<file path="src/rtl/bp_network_deserializer_if.sv">
// Flit-in / message-out channel bundle for bp_network_deserializer.
// slave is the deserializer's view; master is the upstream-plus-consumer view.
interface bp_network_deserializer_if #(
    parameter int num_dest_p          = 4,
    parameter int num_src_p           = 4,
    parameter int source_data_width_p = 64,
    parameter int packet_data_width_p = 16
);
    localparam int dest_id_width_p = (num_dest_p == 1) ? 1 : $clog2(num_dest_p);
    localparam int src_id_width_p  = (num_src_p == 1) ? 1 : $clog2(num_src_p);
    localparam int flit_width_lp   = packet_data_width_p + dest_id_width_p + src_id_width_p;

    logic                           valid_i;
    logic [flit_width_lp-1:0]       data_i;
    logic                           ready_o;
    logic                           valid_o;
    logic [source_data_width_p-1:0] data_o;
    logic [dest_id_width_p-1:0]     dest_id_o;
    logic [src_id_width_p-1:0]      src_id_o;
    logic                           yumi_i;
    logic                           err_o;

    modport slave (
        input  valid_i, data_i, yumi_i,
        output ready_o, valid_o, data_o, dest_id_o, src_id_o, err_o
    );

    modport master (
        output valid_i, data_i, yumi_i,
        input  ready_o, valid_o, data_o, dest_id_o, src_id_o, err_o
    );
endinterface

</file>
<file path="src/rtl/bp_network_deserializer.sv">
// Reassembles num_packets_p flits into one message, presented on a valid/yumi channel.
// Header of flit 0 is captured; later flits with a different header raise a sticky error.
module bp_network_deserializer #(
    parameter int num_dest_p          = 4,
    parameter int num_src_p           = 4,
    parameter int source_data_width_p = 64,
    parameter int packet_data_width_p = 16
) (
    input  logic                      clk_i,
    input  logic                      reset_n_i,
    bp_network_deserializer_if.slave  bus
);
    localparam int dest_id_width_p = (num_dest_p == 1) ? 1 : $clog2(num_dest_p);
    localparam int src_id_width_p  = (num_src_p == 1) ? 1 : $clog2(num_src_p);
    localparam int flit_width_lp   = packet_data_width_p + dest_id_width_p + src_id_width_p;
    localparam int num_packets_p   = (source_data_width_p + packet_data_width_p - 1) / packet_data_width_p;
    localparam int count_width_lp  = (num_packets_p == 1) ? 1 : $clog2(num_packets_p);

    typedef enum logic {COLLECT, FULL} state_t;

    state_t                         state_reg, state_next;
    logic [count_width_lp-1:0]      count_reg, count_next;
    logic [source_data_width_p-1:0] data_reg, data_next;
    logic [dest_id_width_p-1:0]     dest_reg, dest_next;
    logic [src_id_width_p-1:0]      src_reg, src_next;
    logic                           err_reg, err_next;

    logic [dest_id_width_p-1:0]     flit_dest;
    logic [src_id_width_p-1:0]      flit_src;
    logic [packet_data_width_p-1:0] flit_payload;

    assign flit_dest    = bus.data_i[flit_width_lp-1 -: dest_id_width_p];
    assign flit_src     = bus.data_i[flit_width_lp-dest_id_width_p-1 -: src_id_width_p];
    assign flit_payload = bus.data_i[packet_data_width_p-1:0];

    always_ff @(posedge clk_i or negedge reset_n_i) begin
        if (!reset_n_i) begin
            state_reg <= COLLECT;
            count_reg <= '0;
            data_reg  <= '0;
            dest_reg  <= '0;
            src_reg   <= '0;
            err_reg   <= 1'b0;
        end else begin
            state_reg <= state_next;
            count_reg <= count_next;
            data_reg  <= data_next;
            dest_reg  <= dest_next;
            src_reg   <= src_next;
            err_reg   <= err_next;
        end
    end

    always_comb begin
        state_next  = state_reg;
        count_next  = count_reg;
        data_next   = data_reg;
        dest_next   = dest_reg;
        src_next    = src_reg;
        err_next    = err_reg;
        bus.ready_o = 1'b0;
        bus.valid_o = 1'b0;
        case (state_reg)
            COLLECT: begin
                bus.ready_o = 1'b1;
                if (bus.valid_i) begin
                    // Bit-wise write keeps the last slice clipped to the message width.
                    for (int b = 0; b < source_data_width_p; b++) begin
                        if (int'(count_reg) == b / packet_data_width_p)
                            data_next[b] = flit_payload[b % packet_data_width_p];
                    end
                    if (count_reg == '0) begin
                        dest_next = flit_dest;
                        src_next  = flit_src;
                    end else if ({flit_dest, flit_src} != {dest_reg, src_reg}) begin
                        err_next = 1'b1;
                    end
                    if (count_reg == count_width_lp'(num_packets_p - 1)) begin
                        count_next = '0;
                        state_next = FULL;
                    end else begin
                        count_next = count_reg + 1'b1;
                    end
                end
            end
            FULL: begin
                bus.valid_o = 1'b1;
                if (bus.yumi_i)
                    state_next = COLLECT;
            end
            default: state_next = COLLECT;
        endcase
    end

    assign bus.data_o    = data_reg;
    assign bus.dest_id_o = dest_reg;
    assign bus.src_id_o  = src_reg;
    assign bus.err_o     = err_reg;

    // Consumer may only take a message that is actually on offer.
    a_yumi_needs_valid: assert property (
        @(posedge clk_i) disable iff (!reset_n_i) bus.yumi_i |-> bus.valid_o
    );
endmodule

</file>
<file path="src/flat_wrapper.sv">
// flat-port wrapper written by rule: the top's interface ports become plain ports
module bp_network_deserializer_flat 
#(
    parameter int num_dest_p          = 4,
    parameter int num_src_p           = 4,
    parameter int source_data_width_p = 64,
    parameter int packet_data_width_p = 16
)
  (clk_i, reset_n_i, bus_valid_i, bus_data_i, bus_yumi_i, bus_ready_o, bus_valid_o, bus_data_o, bus_dest_id_o, bus_src_id_o, bus_err_o);
  bp_network_deserializer_if #(.num_dest_p(num_dest_p), .num_src_p(num_src_p), .source_data_width_p(source_data_width_p), .packet_data_width_p(packet_data_width_p)) bus_i ();
  input  logic clk_i;
  input  logic reset_n_i;
  input wire logic [$bits(bus_i.valid_i)-1:0] bus_valid_i;
  input wire logic [$bits(bus_i.data_i)-1:0] bus_data_i;
  input wire logic [$bits(bus_i.yumi_i)-1:0] bus_yumi_i;
  output wire logic [$bits(bus_i.ready_o)-1:0] bus_ready_o;
  output wire logic [$bits(bus_i.valid_o)-1:0] bus_valid_o;
  output wire logic [$bits(bus_i.data_o)-1:0] bus_data_o;
  output wire logic [$bits(bus_i.dest_id_o)-1:0] bus_dest_id_o;
  output wire logic [$bits(bus_i.src_id_o)-1:0] bus_src_id_o;
  output wire logic [$bits(bus_i.err_o)-1:0] bus_err_o;
  assign bus_i.valid_i = bus_valid_i;
  assign bus_i.data_i = bus_data_i;
  assign bus_i.yumi_i = bus_yumi_i;
  assign bus_ready_o = bus_i.ready_o;
  assign bus_valid_o = bus_i.valid_o;
  assign bus_data_o = bus_i.data_o;
  assign bus_dest_id_o = bus_i.dest_id_o;
  assign bus_src_id_o = bus_i.src_id_o;
  assign bus_err_o = bus_i.err_o;
  bp_network_deserializer #(.num_dest_p(num_dest_p), .num_src_p(num_src_p), .source_data_width_p(source_data_width_p), .packet_data_width_p(packet_data_width_p)) u_core (.clk_i(clk_i), .reset_n_i(reset_n_i), .bus(bus_i));
endmodule
</file>
<file path="config.mk">
export PLATFORM = sky130hd
export DESIGN_NAME = bp_network_deserializer_flat
export DESIGN_NICKNAME = d
export VERILOG_FILES = /design/src/rtl/bp_network_deserializer_if.sv /design/src/rtl/bp_network_deserializer.sv /design/src/flat_wrapper.sv
export SDC_FILE = /design/constraint.sdc
export NUM_CORES = 1
export LEC_CHECK = 0
export ABC_AREA = 1
export CAP_MARGIN = 20
export CELL_PAD_IN_SITES_DETAIL_PLACEMENT = 0
export CELL_PAD_IN_SITES_GLOBAL_PLACEMENT = 1
export CORE_ASPECT_RATIO = 1.2
export CORE_MARGIN = 4
export CORE_UTILIZATION = 50
export DETAILED_ROUTE_END_ITERATION = 10
export DONT_BUFFER_PORTS = 1
export PLACE_DENSITY = 0.77
export REMOVE_ABC_BUFFERS = 1
export SETUP_SLACK_MARGIN = 0.5
export SLEW_MARGIN = 30
export SYNTH_ARGS = -nofsm -noshare
export SYNTH_HDL_FRONTEND = slang
export SYNTH_SLANG_ARGS = --single-unit
</file>
<file path="constraint.sdc">
create_clock -name clk_i -period 2.5 [get_ports clk_i]
set_input_delay 0.125 -clock clk_i [delete_from_list [all_inputs] [get_ports clk_i]]
set_output_delay 0.125 -clock clk_i [all_outputs]
set_load 0.1 [all_outputs]
</file>
Word level (Yosys, flattened, before mapping). Index checks and enable logic that the tools add are counted.

$add $sub $neg: 1. Equality and inequality tests: 5. Mux-type cells: 7. Bitwise gates (word level): 2. Reduce and logical (&&, ||, !) cells: 9.

Operators with widths (number): 3-bit AND reduction (5); 2-bit equality test, second input constant (3); 1-bit 2-to-1 mux (5); 2-bit logical NOT (2); 4-bit inequality test (1); 4-bit AND reduction (1); 2-bit by 1-bit adder with 2-bit output, second input constant (1); 2-bit by 1-bit equality test with 1-bit output, second input constant (1); 2-bit 2-to-1 mux (1); 1-bit inverter (2); 1-bit one-hot mux with 2 select lines (1); 2-bit AND reduction (1).

Register bits: 72. Logic and storage cells: 33.

Longest topological paths before layout. Gate-level depths: netlist (run 1).

Depth in word-level cells: 4. Gate-level depth with buffers: 7. Depth with buffers taken out: 7.

Least setup slack after synthesis (run 1). No wires, ideal clock.

Path kind: register to register. From: register u_core.state_reg. To: register u_core.state_reg. Data arrival time: 1965 ps. Data required time: 2406 ps. Slack: 441 ps. Cell stages (with the launch flop): 3. Buffers on the path: 0. Period minus slack after synthesis: 2059 ps. Cells stage by stage: dfrtp_1 -> inv_1 -> o21ai_0.

Word-level cells in the longest chain between the ends: 2.

RTL lines: start: declaration (RTL line bp_network_deserializer.sv:21) `state_t state_reg, state_next;`; start signal: assignment (RTL line bp_network_deserializer.sv:45) `state_reg <= state_next;`; 1-bit inverter (no source line); 1-bit one-hot mux with 2 select lines * (RTL line bp_network_deserializer.sv:63) `case (state_reg)`; named net u_core.state_next (RTL line bp_network_deserializer.sv:21).

The timed path passes the listed nets; every way through them passes the cells marked *. A chain may end at the register's enable or synchronous reset.

Final worst setup path (run 1).
From: register u_core.state_reg. To: output port bus_ready_o.

Word-level cells in the longest chain between the ends: 1.

RTL lines: 1-bit 2-to-1 mux (RTL line bp_network_deserializer.sv:63); end: declaration (RTL line flat_wrapper.sv:16) `output wire logic [$bits(bus_i.ready_o)-1:0] bus_ready_o;`.

No other way between the ends.

==> results of run 1 <==
[Yosys cell counts, drive strengths merged]
library cell and count:
o21ai 71, nand2 89, inv 29, nor2 4, buf 13, dfrtp 72, ha 4, nor3 1
[cells in the final DEF, fill, tap and decap left out]
cell           synthesis  routed
nor3_1                 1       1
o21ai_2               60      60
nand2_1               85      85
inv_1                 29      29
o21ai_0                3       3
nor2_1                 3       3
clkbuf_8               0      11
nand2_4                4       4
clkinv_2               0       1
clkinvlp_4             0       1
o21ai_1                8       8
dlygate4sd3_1          0       6
ha_1                   4       4
buf_16                 0       1
dfrtp_1               72      72
buf_4                  0      71
nor2_4                 1       1
bufinv_16              0       3
[cell type report]
cell class,instances,area share (%)
multi-input cells,169,26.14
repair buffers,78,15.87
clock inverters,5,2.624
inverters,29,2.784
flip-flops and latches,72,46.08
clock buffers,11,3.872
well taps,82,2.624
[critical path, delay by kind of cell (launching register included)]
family                 cells  cell delay, ns
buffers and inverters      3            0.67
DFF                        1            0.39
[worst max-delay path by stage]
stage                              from                    end  cells after the start
floorplan              u_core.state_reg       u_core.state_reg                      2
global placement    u_core.count_reg[0]   u_core.bus.data_o[6]                      5
detailed placement  u_core.count_reg[0]   u_core.bus.data_o[6]                      5
CTS                    u_core.state_reg            bus_ready_o                      3
global route        u_core.count_reg[0]  u_core.bus.data_o[11]                      5
finish                 u_core.state_reg            bus_ready_o                      3
[kinds of logic (layout without fill, tap and decap cells)]
kind of cell,after synthesis,count (layout),share of synthesized area (%)
and+or+nand+nor,94,94,12.72
AOI/OAI and AO/OA,71,71,18.85
DFF,72,72,58.51
adders and majority gates,4,4,1.625
buffers and inverters,42,123,8.289
[metrics by stage]
stage / setup slack [ns] / area [sq um] / hold slack [ns] / utilization [%]
finish: 0.9721 / 3910 / 0.01014 / 65.04
global route: 0.9051 / 3910 / 0.01670 / 65.04
CTS: 0.9618 / 3910 / 0.004951 / 65.04
detailed placement: 1.089 / 3568 / -0.1694 / 59.35
global placement: 1.127 / 3568 / -0.1691 / 59.35
floorplan: 0.4409 / 2933 / -0.1706 / -
[metal layers]
layer  vias to the layer above  global-route usage (%)  share of wire (%)
met3                        10                   6.046                6.9
met5                         -                       0                  0
met1                       947                   22.16                 42
met4                         0                   7.736                1.8
met2                        60                   29.94                 50
li1                       1047                       -                  -
==> metrics.yaml, run 1 <==
logic_synthesis:
  ys_warn_count: 0
  synth.distinct_cells: 12
  ys_seq_area_share_pct: 58.51
  avgSynthCellArea_sq_um: 10.88
  ys_seq_elements: 72
  synth_top_area_share_pct: 58.51
  yosysTopAreaCell: "dfrtp_1"
  synthesis.area_sq_um: 3079
  ys_top_cells_by_area: "dfrtp_1, o21ai_2, nand2_1"
  syn_inst: 283
grt:
  grt_pass1_wl_um: 10320
  grt.total_usage_pct: 18.35
  grt_max_degree: 73
  grt_pass1_vias: 2074
  antenna_found_initial: 0
  gr-total-overflow: 0
floorplanning:
  die_w_um: 79.64
  core_sq_um: 6012
  initial_utilization_pct: 51.22
  num_rows: 31
  pin_count: 95
  die_area_sq_um: 7483
  fp.dieH_um: 93.97
clock_network:
  cts_tree: "yes"
  path_clk_slew_ns: 0.08
  ctsLongestPathBuffers: 2
  ctsResizeCount: 0
  root_buffer: "clkbuf_8"
  cts_buffers: 9
  clk_latency_ns: 0.34
  cts.sink_count: 72
  htreeDepth: 3
  hold_buffers: 7
  cts_setup_buffers: 0
sta:
  hold_viol_final: 0
  finalClockSkew_ns: 0.005829
  fmax_mhz: 654.5
  slew_violations: 0
  setup_tns_ns: 0
  worst_pin_slew_ns: 0.4950
  slew_headroom_pct: 66.97
  rsz0062_at_grt: "false"
  finalCriticalPeriod_ns: 1.528
  post-route-period-util_pct: 61.12
  finalSetupViolations: 0
worst_setup_path:
  start_kind: "flop"
  criticalPathCategory: "reg -> out"
  critPathRequiredTime_ns: 2.38
  slowest_stage: "dfrtp_1"
  crit_arrival_ns: 1.40
  path_cells: "buf_4 > inv_1 > buf_4"
  reg2reg_depth: 5
  critPathCaptureType: "output port"
  cpPeakStageDelay_ns: 0.39
  worstReg2RegEnd: "u_core.bus.data_o[4]"
  crit_path_frequent_cell: "buf_4"
  regToRegStartpoint: "u_core.count_reg[0]"
  critPathMaxFanout: 3
  rrSetupSlack_ns: 1.04
finish:
  layout-drive-gt1-share_pct: 42.03
  area_delta_synth_final_pct: 26.98
  largest_register_ffs: 64
  fin_cells: 446
  insertedDiodeCount: 0
  regArea_sq_um: 1802
  multi_input_area_sq_um: 1022
  fillers: 505
  fin_nets: 387
worst_hold_path:
  hold_depth: 2
  hold_class: "in -> reg"
  hold_path.startpoint: "bus_data_i[9]"
  min_to: "u_core.bus.data_o[25]"
route:
  via_per_inst: 4.628
  avgRoutedWirePerCell_um: 14.10
  drt-total-wl_um: 6288
  initialDrtViolationCount: 105
  drc_errors: 0
  num_vias: 2064
  dr.pass1.iters: 4
  final_antenna_net_count: 0
status:
  status: "finished, final reports clean"
placement:
  hpwlAfterDp_um: 4077
  place_congestion: 0.7037
  port-buffer-count: 0
  post-place-cells: 423
flow_run:
  max_cap_violations: 0
Power of run 1 is not shown: default switching activity piles up to over one toggle a cycle in this logic, so the estimate is an artifact.
==> run 2: changes to the inputs <==
- ABC_AREA: 1 -> 0
- PLACE_DENSITY: 0.77 -> 0.73
- clock period: 2.5 -> 1.5 ns (I/O delays scaled with it)
==> run 2 against run 1 <==
The flow now finishes with violations (negative hold slack). Hold slack worse by 0.60 ns. Register-to-register slack got worse by 0.96 ns. Clock-buffer cell count up 1. Critical path type is now reg -> reg. Highest routed layer unchanged. Die area about the same. Synthesized cell count down 40%. Cell count is 8.1% lower. Area after synthesis is essentially flat. Sequential share of layout area shrank 14 points. Via count rose by 3.6%. Worst setup slack lost 0.90 ns. Core utilization is 27 points higher.
==> metrics.yaml, run 2 <==
logic_synthesis:
  synth.distinct_cells: 16  # +4
  yosysMostFrequentCell: "dfrtp_1"
  synth_flop_cell: "dfrtp_1"
  ys_seq_area_share_pct: 58.49  # about the same
  synth_top_area_share_pct: 58.49  # about the same
  synth_edf_count: 0  # unchanged
  synthTopCellsByCount: "dfrtp_1, mux2_4, mux2_2"
  syn_inst: 171  # -40%
  synthesis.area_sq_um: 3080  # about the same
  avgSynthCellArea_sq_um: 18.01  # +66%
  yosysTopAreaCell: "dfrtp_1"
  ys_warn_count: 0  # unchanged
  synthArstFlopShare_pct: 100.0  # unchanged
  ys_top_cells_by_area: "dfrtp_1, mux2_4, mux2_2"
  ys_seq_elements: 72  # unchanged
sta:
  finalCriticalPeriod_ns: 1.424
  worst_pin_slew_ns: 0.2140  # -0.2809 ns
  finalClockSkew_ns: 0.009264  # +0.003435 ns
  setup_slack_ns: 0.07650  # -0.8956 ns
  holdWs_ns: -0.5936  # -0.6037 ns
  rsz0062_at_grt: "true"
  finalSetupViolations: 0  # unchanged
  hold_viol_final: 72  # +72
  fmax_mhz: 702.5
  post-route-period-util_pct: 94.90
  slew_headroom_pct: 85.58  # +19 points
  slew_violations: 0  # unchanged
floorplanning:
  die_area_sq_um: 7486  # about the same
  fp.dieH_um: 93.98  # about the same
  die_w_um: 79.65  # about the same
  initial_utilization_pct: 51.24  # about the same
  core_sq_um: 6012  # unchanged
  pin_count: 95  # unchanged
  num_rows: 31  # unchanged
grt:
  grt_max_degree: 73  # unchanged
  grt_pass1_wl_um: 14130  # +37%
  grt_pass1_vias: 2394  # +15%
  gr-total-overflow: 0  # unchanged
  antenna_found_initial: 1  # +1
  grt.total_usage_pct: 26.31  # +8.0 points
clock_network:
  path_clk_slew_ns: 0.08  # about the same
  root_buffer: "clkbuf_8"
  htreeDepth: 3  # unchanged
  cts.sink_count: 72  # unchanged
  hold_buffers: 21  # +14
  cts_tree: "yes"
  cts_buffers: 9  # unchanged
  ctsLongestPathBuffers: 2  # unchanged
  clk_latency_ns: 0.35  # about the same
worst_hold_path:
  hold_class: "in -> async"
placement:
  pre_cts_slack_ns: 0.04364  # -1.045 ns
  place_congestion: 0.7378  # +4.8%
  port-buffer-count: 0  # unchanged
  hpwlAfterDp_um: 4364  # +7.0%
flow_run:
  max_cap_violations: 0  # unchanged
finish:
  fin_nets: 351  # -9.3%
  area_delta_synth_final_pct: 79.94
  layout-drive-gt1-share_pct: 69.42  # +27 points
  largest_register_ffs: 64  # unchanged
  layout_commonest_cell: "buf_12"
  most-common-layout-cells: "buf_12, dfrtp_1, mux2_4"
worst_setup_path:
  critPathCaptureType: "flop"
  critPathRequiredTime_ns: 1.74  # -0.64 ns
  criticalPathCategory: "reg -> reg"
  crit_arrival_ns: 1.66  # +0.26 ns
  start_kind: "flop"
  critPathMaxFanout: 8  # +5
  reg2reg_depth: 4  # -1
route:
  num_vias: 2139  # +3.6%
  via_per_inst: 5.217  # +13%
  initialDrtViolationCount: 71  # -32%
  dr.pass1.iters: 4  # unchanged
  drt-total-wl_um: 10690  # +70%
  final_antenna_net_count: 0  # unchanged
  drc_errors: 0  # unchanged
  avgRoutedWirePerCell_um: 26.06  # +85%
status:
  status: "finished with violations"
  violations: "negative hold slack"
## run 2: path summary, 6_finish.rpt
check / startpoint / end / slack (ns)
max: u_core.count_reg[0] / u_core.bus.data_o[30] / 0.08
min: reset_n_i / u_core.bus.err_o / -0.59
max reg2reg: u_core.count_reg[0] / u_core.bus.data_o[30] / 0.08
min reg2reg: u_core.bus.data_o[36] / u_core.bus.data_o[36] / 0.58
max in group asynchronous: reset_n_i / u_core.bus.dest_id_o[1] / 1.96
min in group clk_i: bus_data_i[16] / u_core.bus.err_o / 0.06
## run 2: kinds of logic after synthesis
family	synth area share, %
adder cells (fa/ha/maj)	1.625
multiplexers	30.83
buffers and inverters	3.818
AO/OA/AOI/OAI	0.7716
flip-flops	58.49
AND/OR/NAND/NOR	3.331
XOR/XNOR	1.137
## run 2: metrics by stage
step	utilization, %	cells	setup TNS, ns	instance area [sq um]	hold slack [ns]
5_1_grt	92.20	410	0	5543	-0.6097
4_1_cts	87.37	386	0	5253	-0.5860
3_5_place_dp	61.10	321	0	3674	-0.2184
3_3_place_gp	61.10	321	0	3674	-0.2188
6_report	92.20	410	0	5543	-0.5936
2_1_floorplan	-	165	-31.83	2978	-0.2206
## run 2: worst max-delay path, stage by stage, from the launching register on
cell	delay, ns
dfrtp_2	0.46
buf_4	0.17
ha_4	0.20
nand2_8	0.15
mux2_4	0.33
## run 2: repair_timing
action                                  4_1_cts  5_1_grt
buffers inserted                             26       22
pin swaps                                     8        3
endpoints found under the setup margin      143      143
gates resized for setup                     222       27
endpoints found under the hold margin       141       72
gates cloned                                  3        1
## run 2: final cells by class
type,count,area [sq um]
Timing Repair Buffer,144,2085
Antenna cell,1,2.502
Tap cell,82,102.6
Multi-Input combinational cell,92,1297
Fill cell,176,469.2
Inverter,4,30.03
Sequential cell,72,1805
Clock inverter,3,65.06
Clock buffer,12,155.1
## run 2: layer usage
metal	track usage (%)	share of wire [%]
met1	27.75	33
met2	50.35	59
met3	7.006	4.8
met4	7.307	3.4
met5	0	0
Power of run 2 is left out for the same reason.
